### config.mk
export PLATFORM = sky130hd
export DESIGN_NAME = hazard_detection_unit_flat
export DESIGN_NICKNAME = d
export VERILOG_FILES = /design/src/rtl/hazard_detection_unit_if.sv /design/src/rtl/hazard_detection_unit.sv /design/src/flat_wrapper.sv
export SDC_FILE = /design/constraint.sdc
export NUM_CORES = 1
export LEC_CHECK = 0
export BUFFER_PORTS_ARGS = -buffer_cell sky130_fd_sc_hd__buf_4
export CORE_UTILIZATION = 38
export CTS_CLUSTER_DIAMETER = 40
export DETAILED_ROUTE_END_ITERATION = 8
export SLEW_MARGIN = 20
export SYNTH_ARGS = -nofsm -noshare
export SYNTH_HDL_FRONTEND = slang
export SYNTH_SLANG_ARGS = --single-unit
export TNS_END_PERCENT = 50
### constraint.sdc
create_clock -name clk -period 2.1 [get_ports clk]
set_clock_uncertainty 0.2 [all_clocks]
set_input_delay 0.105 -clock clk [delete_from_list [all_inputs] [get_ports clk]]
set_output_delay 0.105 -clock clk [all_outputs]
set_load 0.05 [all_outputs]
### src/rtl/hazard_detection_unit_if.sv
// Hazard-control bundle between the pipeline datapath (master) and the hazard unit (slave).
// The master drives the hazard sources; the slave returns the stage enables and counters.
interface hazard_detection_unit_if;
   logic        ID_EX_MemRead;
   logic [4:0]  ID_EX_RegisterRt;
   logic [4:0]  IF_ID_RegisterRs;
   logic [4:0]  IF_ID_RegisterRt;
   logic        IF_ID_UsesRt;
   logic        branch_taken_EX;
   logic        EX_MEM_MemAccess;

   logic        PC_Write;
   logic        IF_ID_Write;
   logic        IF_ID_Flush;
   logic        ID_EX_Write;
   logic        ID_EX_Bubble;
   logic        EX_MEM_Write;
   logic        MEM_WB_Bubble;
   logic        mem_busy;
   logic [15:0] stall_cycles;
   logic [15:0] flush_count;

   modport master (
      output ID_EX_MemRead, ID_EX_RegisterRt, IF_ID_RegisterRs, IF_ID_RegisterRt,
             IF_ID_UsesRt, branch_taken_EX, EX_MEM_MemAccess,
      input  PC_Write, IF_ID_Write, IF_ID_Flush, ID_EX_Write, ID_EX_Bubble,
             EX_MEM_Write, MEM_WB_Bubble, mem_busy, stall_cycles, flush_count
   );

   modport slave (
      input  ID_EX_MemRead, ID_EX_RegisterRt, IF_ID_RegisterRs, IF_ID_RegisterRt,
             IF_ID_UsesRt, branch_taken_EX, EX_MEM_MemAccess,
      output PC_Write, IF_ID_Write, IF_ID_Flush, ID_EX_Write, ID_EX_Bubble,
             EX_MEM_Write, MEM_WB_Bubble, mem_busy, stall_cycles, flush_count
   );
endinterface

### src/rtl/hazard_detection_unit.sv
// Stall/flush controller for the 5-stage MIPS pipeline: load-use bubbles, taken-branch
// flushes and a memory-wait FSM, plus saturating stall and flush counters.
module hazard_detection_unit #(
   parameter int unsigned MEM_LATENCY = 2
) (
   input  logic                   clk,
   input  logic                   rst_n,
   hazard_detection_unit_if.slave hdu
);

   // RUN already covers the first stall cycle, so the wait counter starts two short.
   localparam logic [3:0] WaitInit = (MEM_LATENCY > 1) ? 4'(MEM_LATENCY - 2) : 4'd0;

   typedef enum logic [0:0] {StRun, StMemWait} state_e;

   state_e      stateQ, stateD;
   logic [3:0]  cntQ, cntD;
   logic [15:0] stallCntQ, flushCntQ;
   logic        memStall;
   logic        loadUse;

   logic pcWrite, ifIdWrite, ifIdFlush, idExWrite, idExBubble, exMemWrite, memWbBubble;
   logic memBusy;

   always_comb begin
      stateD   = stateQ;
      cntD     = cntQ;
      memStall = 1'b0;
      unique case (stateQ)
         StRun: begin
            if (hdu.EX_MEM_MemAccess && (MEM_LATENCY > 1)) begin
               memStall = 1'b1;
               stateD   = StMemWait;
               cntD     = WaitInit;
            end
         end
         StMemWait: begin
            // MemAccess is deliberately ignored here so one access cannot re-trigger.
            if (cntQ != 4'd0) begin
               memStall = 1'b1;
               cntD     = cntQ - 4'd1;
            end else begin
               stateD = StRun;
            end
         end
         default: stateD = StRun;
      endcase
   end

   always_comb begin
      loadUse = hdu.ID_EX_MemRead && (hdu.ID_EX_RegisterRt != 5'd0) &&
                ((hdu.ID_EX_RegisterRt == hdu.IF_ID_RegisterRs) ||
                 (hdu.IF_ID_UsesRt && (hdu.ID_EX_RegisterRt == hdu.IF_ID_RegisterRt)));
   end

   always_comb begin
      pcWrite     = 1'b1;
      ifIdWrite   = 1'b1;
      ifIdFlush   = 1'b0;
      idExWrite   = 1'b1;
      idExBubble  = 1'b0;
      exMemWrite  = 1'b1;
      memWbBubble = 1'b0;
      memBusy     = 1'b0;
      if (!rst_n) begin
         // hold defaults while reset is asserted
      end else if (memStall) begin
         pcWrite     = 1'b0;
         ifIdWrite   = 1'b0;
         idExWrite   = 1'b0;
         exMemWrite  = 1'b0;
         memWbBubble = 1'b1;
         memBusy     = 1'b1;
      end else if (hdu.branch_taken_EX) begin
         // Branch wins over load-use: the dependent ID instruction is squashed anyway.
         ifIdFlush  = 1'b1;
         idExBubble = 1'b1;
      end else if (loadUse) begin
         pcWrite    = 1'b0;
         ifIdWrite  = 1'b0;
         idExBubble = 1'b1;
      end
   end

   always_ff @(posedge clk) begin
      if (!rst_n) begin
         stateQ    <= StRun;
         cntQ      <= 4'd0;
         stallCntQ <= 16'd0;
         flushCntQ <= 16'd0;
      end else begin
         stateQ <= stateD;
         cntQ   <= cntD;
         if (!pcWrite && (stallCntQ != 16'hFFFF)) begin
            stallCntQ <= stallCntQ + 16'd1;
         end
         if (ifIdFlush && (flushCntQ != 16'hFFFF)) begin
            flushCntQ <= flushCntQ + 16'd1;
         end
      end
   end

   assign hdu.PC_Write      = pcWrite;
   assign hdu.IF_ID_Write   = ifIdWrite;
   assign hdu.IF_ID_Flush   = ifIdFlush;
   assign hdu.ID_EX_Write   = idExWrite;
   assign hdu.ID_EX_Bubble  = idExBubble;
   assign hdu.EX_MEM_Write  = exMemWrite;
   assign hdu.MEM_WB_Bubble = memWbBubble;
   assign hdu.mem_busy      = memBusy;
   assign hdu.stall_cycles  = stallCntQ;
   assign hdu.flush_count   = flushCntQ;

endmodule
### src/flat_wrapper.sv
// flat-port wrapper written by rule: the top's interface ports become plain ports
module hazard_detection_unit_flat 
#(
   parameter int unsigned MEM_LATENCY = 2
)
  (clk, rst_n, hdu_ID_EX_MemRead, hdu_ID_EX_RegisterRt, hdu_IF_ID_RegisterRs, hdu_IF_ID_RegisterRt, hdu_IF_ID_UsesRt, hdu_branch_taken_EX, hdu_EX_MEM_MemAccess, hdu_PC_Write, hdu_IF_ID_Write, hdu_IF_ID_Flush, hdu_ID_EX_Write, hdu_ID_EX_Bubble, hdu_EX_MEM_Write, hdu_MEM_WB_Bubble, hdu_mem_busy, hdu_stall_cycles, hdu_flush_count);
  hazard_detection_unit_if hdu_i ();
  input  logic clk;
  input  logic rst_n;
  input wire logic [$bits(hdu_i.ID_EX_MemRead)-1:0] hdu_ID_EX_MemRead;
  input wire logic [$bits(hdu_i.ID_EX_RegisterRt)-1:0] hdu_ID_EX_RegisterRt;
  input wire logic [$bits(hdu_i.IF_ID_RegisterRs)-1:0] hdu_IF_ID_RegisterRs;
  input wire logic [$bits(hdu_i.IF_ID_RegisterRt)-1:0] hdu_IF_ID_RegisterRt;
  input wire logic [$bits(hdu_i.IF_ID_UsesRt)-1:0] hdu_IF_ID_UsesRt;
  input wire logic [$bits(hdu_i.branch_taken_EX)-1:0] hdu_branch_taken_EX;
  input wire logic [$bits(hdu_i.EX_MEM_MemAccess)-1:0] hdu_EX_MEM_MemAccess;
  output wire logic [$bits(hdu_i.PC_Write)-1:0] hdu_PC_Write;
  output wire logic [$bits(hdu_i.IF_ID_Write)-1:0] hdu_IF_ID_Write;
  output wire logic [$bits(hdu_i.IF_ID_Flush)-1:0] hdu_IF_ID_Flush;
  output wire logic [$bits(hdu_i.ID_EX_Write)-1:0] hdu_ID_EX_Write;
  output wire logic [$bits(hdu_i.ID_EX_Bubble)-1:0] hdu_ID_EX_Bubble;
  output wire logic [$bits(hdu_i.EX_MEM_Write)-1:0] hdu_EX_MEM_Write;
  output wire logic [$bits(hdu_i.MEM_WB_Bubble)-1:0] hdu_MEM_WB_Bubble;
  output wire logic [$bits(hdu_i.mem_busy)-1:0] hdu_mem_busy;
  output wire logic [$bits(hdu_i.stall_cycles)-1:0] hdu_stall_cycles;
  output wire logic [$bits(hdu_i.flush_count)-1:0] hdu_flush_count;
  assign hdu_i.ID_EX_MemRead = hdu_ID_EX_MemRead;
  assign hdu_i.ID_EX_RegisterRt = hdu_ID_EX_RegisterRt;
  assign hdu_i.IF_ID_RegisterRs = hdu_IF_ID_RegisterRs;
  assign hdu_i.IF_ID_RegisterRt = hdu_IF_ID_RegisterRt;
  assign hdu_i.IF_ID_UsesRt = hdu_IF_ID_UsesRt;
  assign hdu_i.branch_taken_EX = hdu_branch_taken_EX;
  assign hdu_i.EX_MEM_MemAccess = hdu_EX_MEM_MemAccess;
  assign hdu_PC_Write = hdu_i.PC_Write;
  assign hdu_IF_ID_Write = hdu_i.IF_ID_Write;
  assign hdu_IF_ID_Flush = hdu_i.IF_ID_Flush;
  assign hdu_ID_EX_Write = hdu_i.ID_EX_Write;
  assign hdu_ID_EX_Bubble = hdu_i.ID_EX_Bubble;
  assign hdu_EX_MEM_Write = hdu_i.EX_MEM_Write;
  assign hdu_MEM_WB_Bubble = hdu_i.MEM_WB_Bubble;
  assign hdu_mem_busy = hdu_i.mem_busy;
  assign hdu_stall_cycles = hdu_i.stall_cycles;
  assign hdu_flush_count = hdu_i.flush_count;
  hazard_detection_unit #(.MEM_LATENCY(MEM_LATENCY)) u_core (.clk(clk), .rst_n(rst_n), .hdu(hdu_i));
endmodule
==> metrics.md <==
| Metric | Value |
|---|---|
| Status | finished with violations |
| Violated checks | negative setup slack |
| Fin. max-slew vios | 0 |
| Gpl congestion | 0.798 |
| CTS sink cnt | 37 |
| Worst hold margin | 0.224 ns |
| Routed WL | 5190 um |
| Rows | 26 |
| Met1 usage | 25.7% |
| Async set or reset register ratio after synthesis | 0% |
| DR iter-0 viols | 107 |
| Crit-path max cell delay | between 0.5 and 0.6 ns |
| Crit end category | flip-flop |
| Yosys synthesis warning count | 0 |
| Peak VDD IR | 0.000395 V |
| CTS tree | yes |
| Placed cell area | 2940 um^2 |
| Post-Syn Instances | 235 |
| Static leakage | around 1.4 nW |
| Most common cell in the synthesized netlist | dfxtp_1 |
| Die Height | 74.7 um |
| Die W | 74.7 um |
| Netlist cell types | 42 |
| Post-synth top area share | around 37% |
| Critical-path top delay cell | or4_4 |
| GRT met2 Usage | around a third |
| Gr usage total | 19.7% |
| Fraction of layout cells with a size suffix above 1 | 48.6% |
| Post-route cell area | 3230 um^2 |
| Crit path buffers/inverters | 3 |
| CP delay by family, top | simple AND/OR/NAND/NOR gates |
| Die area | about 5600 um^2 |
| Vias | about 2100 |
| Hold Path Class | in2reg |
| Peak Freq | 451 MHz |
| CP dominant cell by count | inv_2 |
| Initial antenna violation count | 0 |
| Critical Path RT | 2.12 ns |
| Filler instances | 448 |
| Met3 Resource Use GR | between 4 and 5% |
| Worst slew pin tran | between 0.4 and 0.5 ns |
| Diodes inserted | 0 |
| Post-Syn Area | 2010 um^2 |
| Synthesis-stage register bit count | 37 |
| DR pass1 iterations | 4 |
| Setup WS post-layout | -0.118 ns |
| CP Max Fanout | 7 |
| Core box area | 5110 um^2 |
| Critical Path Start Type | flip-flop |
| Yosys top cell by area | dfxtp_1 |
| I/O pins | 61 |
| Final Hold Viols | 0 |
| Clock Pin Slew Worst Setup and Hold Paths | 0.08 ns |
| Final #Nets | 370 |
| Pwr/cell area | 495 nW/um^2 |
| Max-slew headroom | ~73% |
| Final setup viols | 14 |
| Critical-path cell list | inv_2 > ha_4 > or3b_4 > a21boi_4 > nand2b_4 > o31ai_4 > inv_2 > buf_4 > or4_4 > a21oi_2 |
| Post-detail-place hpwl | 3680 um |
| Remaining Overflow, GRT | 0 |
| Seq/Total Area, Yosys | 36.9% |
| Clock Latency Late Sink | 0.29 ns |
| Syn_nets | 260 |
| DRC Markers | 0 |
| RSZ-0062 raised after global routing | yes |
| H-tree depth | 2 |
| EDFF count, synth | 0 |
| Vias in the first global route | 1933 |
| Final period utilization | 106% |
| Max-cap viol count | 0 |
| Vias per cell | 4.96 |
| Area grow syn2layout | 60.7% |
| Top area cells in the synthesized netlist | dfxtp_1 (37%), xor2_1 (6.1%), nand2_1 (4.5%) |
| First-pass GRT wire length | 8520 um |
| Number of port buffers | 60 |
| Avg WL per Cell | 12.5 um |
| Most instantiated cells after synthesis | dfxtp_1 (37), nand2_1 (24), nor2_1 (19) |
| Critical path type | reg2reg |
| CTS max path bufs | 2 |
| CTS root buffer | clkbuf_8 |
| Grt peak-use layer | met2 |
| Worst Path Arrival | 2.24 ns |
| Post-synthesis area per instance | roughly 8.6 um^2 |
| Min cycle time layout | 2.22 ns |
| Setup tns final | -0.918 ns |
| TritonCTS buffer count | 5 |
| Top_reg_cell synth | dfxtp_1 |
| Post-DRT Antenna Nets | 0 |
| Initial Utilization | 39.3% |
| Largest net degree at the start of global routing | 24 |
-- layout make-up --
type                    instances  area (um^2)  area share [%]
inverters                      12         45.0            1.39
repair buffers                114          941            29.1
multi-input cells             175         1300            40.3
flip-flops and latches         37          767            23.8
clock inverters                 3         17.5           0.542
clock buffers                   5         68.8            2.13
well taps                      70         87.6            2.71
-- registers in the layout, summed over array words and instances, names as in the netlist --
register,cells
u_core.hdu.flush_count,16
u_core.hdu.stall_cycles,16
u_core.cntQ,4
u_core.stateQ,1
-- routing by layer --
| metal | routed length [um] | part of all wire [%] |
|---|---|---|
| met2 | 2520 | 48 |
| met1 | 2380 | 46 |
| met5 | 0 | 0 |
| met4 | 59 | 1.1 |
| met3 | 232 | 4.5 |
-- cells in the final DEF, fill, tap and decap left out, types with 4 or more instances in the layout --
cell / n
nand2_1: 23
nand3_1: 9
xor2_1: 14
dfxtp_1: 16
buf_4: 100
dlygate4sd3_1: 4
nand2b_1: 5
o31ai_1: 4
and4_1: 5
inv_1: 9
nor2_1: 19
clkbuf_8: 5
and3_1: 6
o21ai_2: 5
buf_6: 4
xnor2_1: 8
buf_8: 4
nand4_1: 9
dfxtp_2: 21
a21oi_1: 9
mux2i_1: 7
or3_1: 7
-- power breakdown --
part	internal, mW	total [mW]	switching, mW
sequential	0.716	0.731	0.0147
clock	0.229	0.496	0.267
combinational	0.178	0.373	0.194
total	1.12	1.60	0.476
-- timing repair --
action,4_1_cts,5_1_grt
pin swaps,3,2
endpoints found under the hold margin,9,0
setup endpoints to repair,16,25
gates resized for setup,16,6
hold buffers,4,0
gates cloned,0,1
buffers inserted,4,1
-- per-stage QoR --
| stage | setup WS [ns] | util [%] | total power, mW | instances |
|---|---|---|---|---|
| 6_report | -0.118 | 63.2 | 1.60 | 416 |
| 5_1_grt | -0.205 | 63.2 | 1.68 | 416 |
| 4_1_cts | -0.114 | 62.1 | 1.61 | 414 |
| 3_5_place_dp | -0.201 | 57.5 | 1.07 | 398 |
| 3_3_place_gp | -0.133 | 57.5 | 1.07 | 398 |
| 2_1_floorplan | -0.147 | - | 0.966 | 235 |
-- worst paths after layout --
check,start,to,slack (ns),depth (start not counted)
hold reg to reg,u_core.hdu.stall_cycles[1],u_core.hdu.stall_cycles[1],0.30,2
hold / removal,hdu_branch_taken_EX,u_core.hdu.flush_count[15],0.22,5
setup / recovery,u_core.cntQ[0],u_core.hdu.stall_cycles[15],-0.12,10
setup reg to reg,u_core.cntQ[0],u_core.hdu.stall_cycles[15],-0.12,10
-- logic make-up after synthesis --
logic type	synth area share, %
AOI/OAI and AO/OA	12.8
xor gates and xnor gates	9.59
adders and majority gates	2.49
buffers and inverters	5.29
DFF	36.9
muxes	3.49
and+or+nand+nor	29.5
-- worst register-to-register path: cells and delay by family, from the launching register on --
kind                     cells  cell delay [ns]
buffers and inverters        3             0.29
flip-flops                   1             0.34
AND/OR/NAND/NOR              3             0.92
adder cells (fa/ha/maj)      1             0.15
AO/OA/AOI/OAI                3             0.25
(Power assumes the default switching activity.)
